<file path="config.mk">
export PLATFORM = sky130hd
export DESIGN_NAME = store_access_ctrl
export DESIGN_NICKNAME = d
export VERILOG_FILES = /design/src/rtl/store_access_ctrl_pkg.sv /design/src/rtl/arb2_rr.sv /design/src/rtl/store_access_ctrl.sv
export SDC_FILE = /design/constraint.sdc
export NUM_CORES = 1
export LEC_CHECK = 0
export CAP_MARGIN = 15
export CORE_UTILIZATION = 49
export DETAILED_ROUTE_END_ITERATION = 7
export PLACE_DENSITY = 0.76
export SLEW_MARGIN = 20
export SYNTH_ARGS = -nofsm -noshare
export SYNTH_HDL_FRONTEND = slang
export SYNTH_SLANG_ARGS = --single-unit
</file>
<file path="constraint.sdc">
create_clock -name clock -period 3.9 [get_ports clock]
set_input_delay 0.585 -clock clock [delete_from_list [all_inputs] [get_ports clock]]
set_output_delay 0.585 -clock clock [all_outputs]
set_load 0.03 [all_outputs]
</file>
<file path="src/rtl/store_access_ctrl_pkg.sv">
// Shared definitions for the data-store access controller: default sizing,
// arbitration state encodings and a constant clog2 helper.
package store_access_ctrl_pkg;

  localparam int DEF_ADDR_W = 4;
  localparam int DEF_RD_LAT = 1;

  typedef enum logic {
    ARB_WR_PRI = 1'b0,
    ARB_RD_PRI = 1'b1
  } arb_state_t;

  function automatic int clog2_f(input int value);
    int r;
    int v;
    r = 0;
    v = value - 1;
    while (v > 0) begin
      r = r + 1;
      v = v >> 1;
    end
    return r;
  endfunction

endpackage

</file>
<file path="src/rtl/arb2_rr.sv">
// Two-way alternating-priority arbiter; grant[0] = writer, grant[1] = reader.
// Grant is combinational and forced low while reset is asserted.
//
// state      | meaning
// ARB_WR_PRI | writer wins a tie; any grant moves to ARB_RD_PRI
// ARB_RD_PRI | reader wins a tie; any grant moves to ARB_WR_PRI
module arb2_rr
  import store_access_ctrl_pkg::*;
(
  input  logic       clock,
  input  logic       reset,
  input  logic       elig_wr,
  input  logic       elig_rd,
  output logic [1:0] grant
);

  arb_state_t state, state_next;

  always_ff @(posedge clock) begin
    if (!reset) state <= ARB_WR_PRI;
    else        state <= state_next;
  end

  always_comb begin
    grant      = 2'b00;
    state_next = state;
    if (reset) begin
      case (state)
        ARB_WR_PRI: begin
          if (elig_wr)      grant = 2'b01;
          else if (elig_rd) grant = 2'b10;
        end
        ARB_RD_PRI: begin
          if (elig_rd)      grant = 2'b10;
          else if (elig_wr) grant = 2'b01;
        end
        default: grant = 2'b00;
      endcase
      // Any grant hands priority to the other side, even an uncontested one.
      if (grant != 2'b00)
        state_next = (state == ARB_WR_PRI) ? ARB_RD_PRI : ARB_WR_PRI;
    end
  end

endmodule

</file>
<file path="src/rtl/store_access_ctrl.sv">
// Ring-buffer access sequencer for the single-port data store: pointers,
// occupancy, registered RAM strobes and the read-data-valid pipeline.
module store_access_ctrl
  import store_access_ctrl_pkg::*;
#(
  parameter int ADDR_W = DEF_ADDR_W,
  parameter int RD_LAT = DEF_RD_LAT
) (
  input  logic              clock,
  input  logic              reset,
  input  logic              wr_req,
  output logic              wr_ack,
  input  logic              rd_req,
  output logic              rd_ack,
  output logic [ADDR_W-1:0] ram_adrs,
  output logic              ram_we,
  output logic              ram_oe,
  output logic              rd_valid,
  output logic [ADDR_W:0]   count,
  output logic              full,
  output logic              empty
);

  localparam int DEPTH = 2 ** ADDR_W;
  localparam int CNT_W = clog2_f(DEPTH) + 1;

  logic [ADDR_W-1:0] wr_ptr;
  logic [ADDR_W-1:0] rd_ptr;
  logic [CNT_W-1:0]  count_q;
  logic [RD_LAT-1:0] oe_pipe;
  logic [1:0]        grant;
  logic              elig_wr;
  logic              elig_rd;

  assign full    = (count_q == CNT_W'(DEPTH));
  assign empty   = (count_q == '0);
  assign elig_wr = wr_req && !full;
  assign elig_rd = rd_req && !empty;

  arb2_rr u_arb (
    .clock   (clock),
    .reset   (reset),
    .elig_wr (elig_wr),
    .elig_rd (elig_rd),
    .grant   (grant)
  );

  assign wr_ack   = grant[0];
  assign rd_ack   = grant[1];
  assign count    = count_q;
  assign rd_valid = oe_pipe[RD_LAT-1];

  always_ff @(posedge clock) begin
    if (!reset) begin
      wr_ptr   <= '0;
      rd_ptr   <= '0;
      count_q  <= '0;
      ram_adrs <= '0;
      ram_we   <= 1'b0;
      ram_oe   <= 1'b0;
    end else begin
      ram_we <= wr_ack;
      ram_oe <= rd_ack;
      if (wr_ack) begin
        ram_adrs <= wr_ptr;
        wr_ptr   <= wr_ptr + ADDR_W'(1);
        count_q  <= count_q + CNT_W'(1);
      end else if (rd_ack) begin
        ram_adrs <= rd_ptr;
        rd_ptr   <= rd_ptr + ADDR_W'(1);
        count_q  <= count_q - CNT_W'(1);
      end
    end
  end

  // Clearing the pipe on reset drops any read already issued to the RAM.
  always_ff @(posedge clock) begin
    if (!reset) begin
      oe_pipe <= '0;
    end else begin
      oe_pipe[0] <= ram_oe;
      for (int i = 1; i < RD_LAT; i++) oe_pipe[i] <= oe_pipe[i-1];
    end
  end

endmodule

</file>
==> impl_results.md, run 1 <==
- Worst Tran Pin Value: 0.614 ns
- DR iter-0 viols: 10
- Core ar.: 1960 sq um
- GRT busiest layer: met2
- CTS hold repair buffers: 0
- Overall Global Routing Usage: 19.2%
- Outcome: finished, final reports clean
- Post-Syn Nets: 121
- Slew HR: 58.6%
- Routability cong.: 0.732
- RR Startpoint: count[0]
- Final hold violations: 0
- PortBufs: 19
- Initial antenna violation count: 0
- Die Y: 47.6 microns
- Worst Hold End: rd_valid
- Clock-pin slew on the worst setup and hold paths: 0.12 ns
- DR vias: 829
- Register area share after synthesis: 41.2%
- Post-Route WL: 1.88 mm
- Area Growth Syn to Fin: 21.5%
- Largest net degree at the start of global routing: 17
- Hold Crit Depth: 1
- Wire per inst: 11.9 microns
- Met2 Track Usage GR: 30.1%
- Die Area: 2270 sq um
- First-pass GRT wire length: 2.97 mm
- Routed vias/inst: 5.25
- CP endpoint kind: primary output
- Overall power: 0.00101 W
- Netlist cell types: 31
- Top cell type's share of synthesized area: 41.2%
- Yosys warns: 0
- Die boundary width: 47.6 microns
- Initial core utilization: 52.0%
- Seq cells post-synth: 21
- Unrepaired setup endpoints after global routing: no
- TritonCTS sink count: 21
- Most common cell in the synthesized netlist: dfxtp_1
- Top Ports: 20
- Grt met3 use: 4.53%
- R2r setup slk: 0.71 ns
- Non-filler cells, final: 158
- Avg Synthesized Cell Area: 9.19 sq um
- Cell taking the most area after synthesis: dfxtp_1
- Final ANT Viol Nets: 0
- Worst skew pair latency: 0.30 ns
- Top cells by count, synth: dfxtp_1 (21), nor2_1 (14), a21oi_1 (10)
- Setup TNS: 0 ns
- HPWL after DPL: 1.38 mm
- FF-to-FF End: count[4]
- Root buffer cell: clkbuf_4
- Number of flops mapped to enable cells by yosys: 0
- CTS max path bufs: 2
- Post-CTS Setup Bufs: 0
- Tcrit/Tclk final: 83.9%
- Max-slew violations: 0
- P_leak: 0.498 nW
- PwrDens: 818 nW/um^2
- Row Count: 16
- Post-Syn Area: 1020 sq um
- Critical Path AT: 2.69 ns
- CTS tree: built
- Remaining Overflow, GRT: 0
- CTS buffer count: 3
- DRC Markers: 0
- # diodes: 0
- Share of layout cells above drive strength 1: 6.11%
- Async SR Flop Fraction: 0%
- Cells after Synth: 111
- Critical hold path startpoint: ram_oe
- VDD IR-drop max: 0.530 mV
- Final min period: 3.27 ns
- Nets: 142
- Setup violators final: 0
- H-tree Lvls: 1
- Max Cap Viol: 0
- Grt met1 use: 25.4%
- Data required, critical path: 3.31 ns
- Final Cell Area: 1240 sq um
- Setup CP Type: input pin to primary output
- Worst-case reg-to-reg path depth: 10
- Startpoint class of the critical path: input pin
- Crit Path Max Fanout: 10
- FMAX: 306 MHz
- First-pass DRT Iterations: 4
- Ys flop type: dfxtp_1
- Worst hold path class: flop to flop
- Dpl cells: 154
- Post-CTS resize count: 0
- Placed Area: 1210 sq um
- Synth area leaders: dfxtp_1 (41%), ha_1 (6.1%), xnor2_1 (6.0%), nor2_1 (5.2%), a21oi_1 (4.9%)
- Via count of the first global-routing pass: 670
- Final Skew: 0.00663 ns
==> metrics by stage <==
step	hold WS (ns)	setup WS, ns	utilization (%)
6_report	0.480	0.629	63.1
2_1_floorplan	0.479	0.744	-
5_1_grt	0.495	0.464	63.1
3_3_place_gp	0.444	0.599	61.8
4_1_cts	0.486	0.627	63.1
3_5_place_dp	0.454	0.527	61.8
==> metal layers <==
metal  share of wire (%)  wire (microns)
met1                  49             915
met2                  45             842
met3                 5.2              98
met4                 1.2              23
met5                   0               0
==> layout by cell type, fill, tap and decap left out, drive strengths merged, types with 4 or more instances in the layout <==
| cell type | netlist | layout |
|---|---|---|
| nor2 | 14 | 14 |
| ha | 5 | 5 |
| o21ai | 7 | 7 |
| clkbuf | 0 | 4 |
| clkdlybuf4s50 | 0 | 19 |
| a21oi | 10 | 10 |
| mux2i | 5 | 5 |
| xnor2 | 7 | 7 |
| dfxtp | 21 | 21 |
| inv | 6 | 6 |
| nand2 | 7 | 7 |
==> flip-flops by register name (all words and copies together), names as in the netlist <==
register,cells
count,5
wr_ptr,4
ram_we,1
ram_adrs,4
rd_ptr,4
ram_oe,1
u_arb.state,1
rd_valid,1
==> worst max-delay path: stages <==
cell and delay, ns:
clkdlybuf4s50_1 0.53, a21boi_0 0.22, mux2_2 0.35, nand2_1 0.18, inv_1 0.13, clkdlybuf4s50_1 0.68
==> worst max-delay path by stage <==
stage | startpoint | endpoint | slack [ns]
finish | wr_req | wr_ack | 0.63
global route | wr_req | wr_ack | 0.46
CTS | wr_req | wr_ack | 0.63
detailed placement | wr_req | count[4] | 0.53
global placement | wr_req | count[4] | 0.60
floorplan | count[0] | count[4] | 0.74
==> cell families after synthesis <==
| family | after synthesis | synth area share [%] |
|---|---|---|
| AO/OA/AOI/OAI | 23 | 13.5 |
| XOR/XNOR | 10 | 8.59 |
| adder cells (fa/ha/maj) | 6 | 8.10 |
| buffers and inverters | 9 | 5.28 |
| flip-flops | 21 | 41.2 |
| multiplexers | 6 | 6.01 |
| AND/OR/NAND/NOR | 36 | 17.3 |
==> power by group <==
| part | total [W] | switching [W] | internal, W | leakage (nW) |
|---|---|---|---|---|
| Combinational | 0.000571 | 0.000312 | 0.000259 | 0.310 |
| Sequential | 0.000337 | 0.0000628 | 0.000275 | 0.173 |
| Clock | 0.000105 | 0.0000650 | 0.0000399 | 0.0150 |
==> final cells by class <==
class / count / area, sq um
Timing Repair Buffer: 19 / 190
Sequential cell: 21 / 420
Fill cell: 192 / 723
Tap cell: 27 / 33.8
Multi-Input combinational cell: 81 / 546
Clock buffer: 4 / 26.3
Inverter: 6 / 22.5
Power figures use the tool's default switching activity.
==> run 2, diff against run 1 <==
==> constraint.sdc (replaced) <==
create_clock -name clock -period 3.2 [get_ports clock]
set_input_delay 0.48 -clock clock [delete_from_list [all_inputs] [get_ports clock]]
set_output_delay 0.48 -clock clock [all_outputs]
set_load 0.03 [all_outputs]
==> run 2 against run 1 <==
Register-to-register slack got worse by 0.48 ns. Wire length increased by 3.6%. Worst hold slack got worse by 0.0081 ns. Critical endpoint is now rd_ack.
==> impl_results.md, run 2 (synthesis results as in run 1) <==
- VDD IR-drop max: 0.734 mV
- Setup CP Type: flop to primary output
- Largest net degree at the start of global routing: 16
- Largest register FFs: 5
- Clock share of power: 9.9%
- Cell breakdown of the critical path: buf_4 > or4_4 > o21ai_0 > nor3_1 > clkdlybuf4s50_1
- CTS tree: built
- TritonCTS sink count: 21
- Max Cap Viol: 0
- Overall power: 0.00127 W
- Worst path max stage delay: 0.62 ns
- First-pass GRT wire length: 3.07 mm
- Highest-count cells in the layout ignoring fill and taps: dfxtp_1 (21), clkdlybuf4s50_1 (19), nor2_1 (14), a21oi_1 (10)
- DR vias: 835
- Die Y: 47.6 microns
- Fill cells: 177
- Slew HR: 59.4%
- CP endpoint kind: primary output
- Area Growth Syn to Fin: 25.3%
- Nets: 147
- Worst Tran Pin Value: 0.603 ns
- Dpl cells: 159
- Pint: 0.000722 W
- Top Ports: 20
- Core ar.: 1960 sq um
- First-pass DRT Iterations: 4
- Worst skew pair latency: 0.30 ns
- Worst hold path class: flop to flop
- Startpoint class of the critical path: flop
- Reg area: 420 sq um
- Switching pwr: 0.000551 W
- Routed vias/inst: 5.12
- Routability cong.: 0.780
- Wire per inst: 11.9 microns
- Logic pwr share: 58.1%
- HPWL after DPL: 1.43 mm
- Final Skew: 0.00217 ns
- # diodes: 0
- Slowest-stage cell, CP: clkdlybuf4s50_1
- Sw Ratio: 43.3%
- Clock-pin slew on the worst setup and hold paths: 0.11 ns
- Overall Global Routing Usage: 19.6%
- Crit Path Max Fanout: 6
- Initial core utilization: 52.0%
- Non-filler cells, final: 163
- Outcome: finished, final reports clean
- DR iter-0 viols: 10
- Data required, critical path: 2.72 ns
- FMAX: 327 MHz
- DRC Markers: 0
- Share of layout cells above drive strength 1: 10.3%
- Multi-input logic area: 546 sq um
- Post-Route WL: 1.95 mm
- Final hold violations: 0
- Row Count: 16
- Die boundary width: 47.6 microns
- Max-slew violations: 0
- Root buffer cell: clkbuf_4
- Critical Path AT: 2.58 ns
- CTS max path bufs: 2
- Unrepaired setup endpoints after global routing: no
- Commonest non-fill, non-tap cell in the layout: dfxtp_1
- Die Area: 2270 sq um
- Final min period: 3.06 ns
- PortBufs: 19
- Initial antenna violation count: 0
- PwrDens: 996 nW/um^2
- H-tree Lvls: 1
- P_leak: 0.525 nW
- Tcrit/Tclk final: 95.5%
- Remaining Overflow, GRT: 0
- Reg power frac: 32.0%
- Final ANT Viol Nets: 0
- Post-CTS resize count: 0
- Via count of the first global-routing pass: 703
- Setup violators final: 0
- Setup TNS: 0 ns
- CTS hold repair buffers: 0
- R2r setup slk: 0.23 ns
- CTS buffer count: 3
- Post-CTS Setup Bufs: 0
==> run 2: layout make-up <==
cell class | instances | area share [%]
inverter | 6 | 1.76
tap | 27 | 2.64
clock buffer | 3 | 1.76
sequential | 21 | 32.9
timing repair buffer | 24 | 17.8
clock inverter | 1 | 0.392
multi-input combinational | 81 | 42.7
==> run 2: final timing paths <==
kind / from / endpoint / cells after the start
setup / recovery: count[0] / rd_ack / 5
setup reg to reg: count[1] / count[4] / 10
hold reg to reg: ram_oe / rd_valid / 1
hold / removal: ram_oe / rd_valid / 1
==> run 2: worst max-delay path, delay by kind of cell (launching register included) <==
| kind | cells | cell delay, ns |
|---|---|---|
| DFF | 1 | 0.34 |
| and+or+nand+nor | 2 | 0.66 |
| AOI/OAI and AO/OA | 1 | 0.51 |
| buffers and inverters | 2 | 0.77 |
==> run 2: layer usage <==
layer,wire length [microns],vias up,track usage (%)
met5,0,-,0
met4,13,0,8.33
met3,114,2,3.40
met2,830,30,28.2
met1,989,376,28.6
li1,-,427,-
==> run 2: power groups by stage <==
stage / Sequential (W) / Combinational [W] / Clock [W]
finish: 0.000407 / 0.000739 / 0.000127
global route: 0.000418 / 0.000809 / 0.000140
CTS: 0.000405 / 0.000743 / 0.000131
detailed placement: 0.000411 / 0.000735 / 0
global placement: 0.000406 / 0.000721 / 0
floorplan: 0.000493 / 0.000435 / 0
==> run 2: per-stage QoR <==
| step | util [%] | setup slack [ns] | hold slack [ns] | instance area, sq um |
|---|---|---|---|---|
| after floorplan | - | 0.0440 | 0.479 | 1020 |
| after global placement | 63.7 | 0.267 | 0.448 | 1250 |
| after detailed placement | 63.7 | 0.169 | 0.446 | 1250 |
| after CTS | 65.1 | 0.134 | 0.473 | 1280 |
| after global routing | 65.1 | 0.0114 | 0.513 | 1280 |
| final | 65.1 | 0.144 | 0.472 | 1280 |
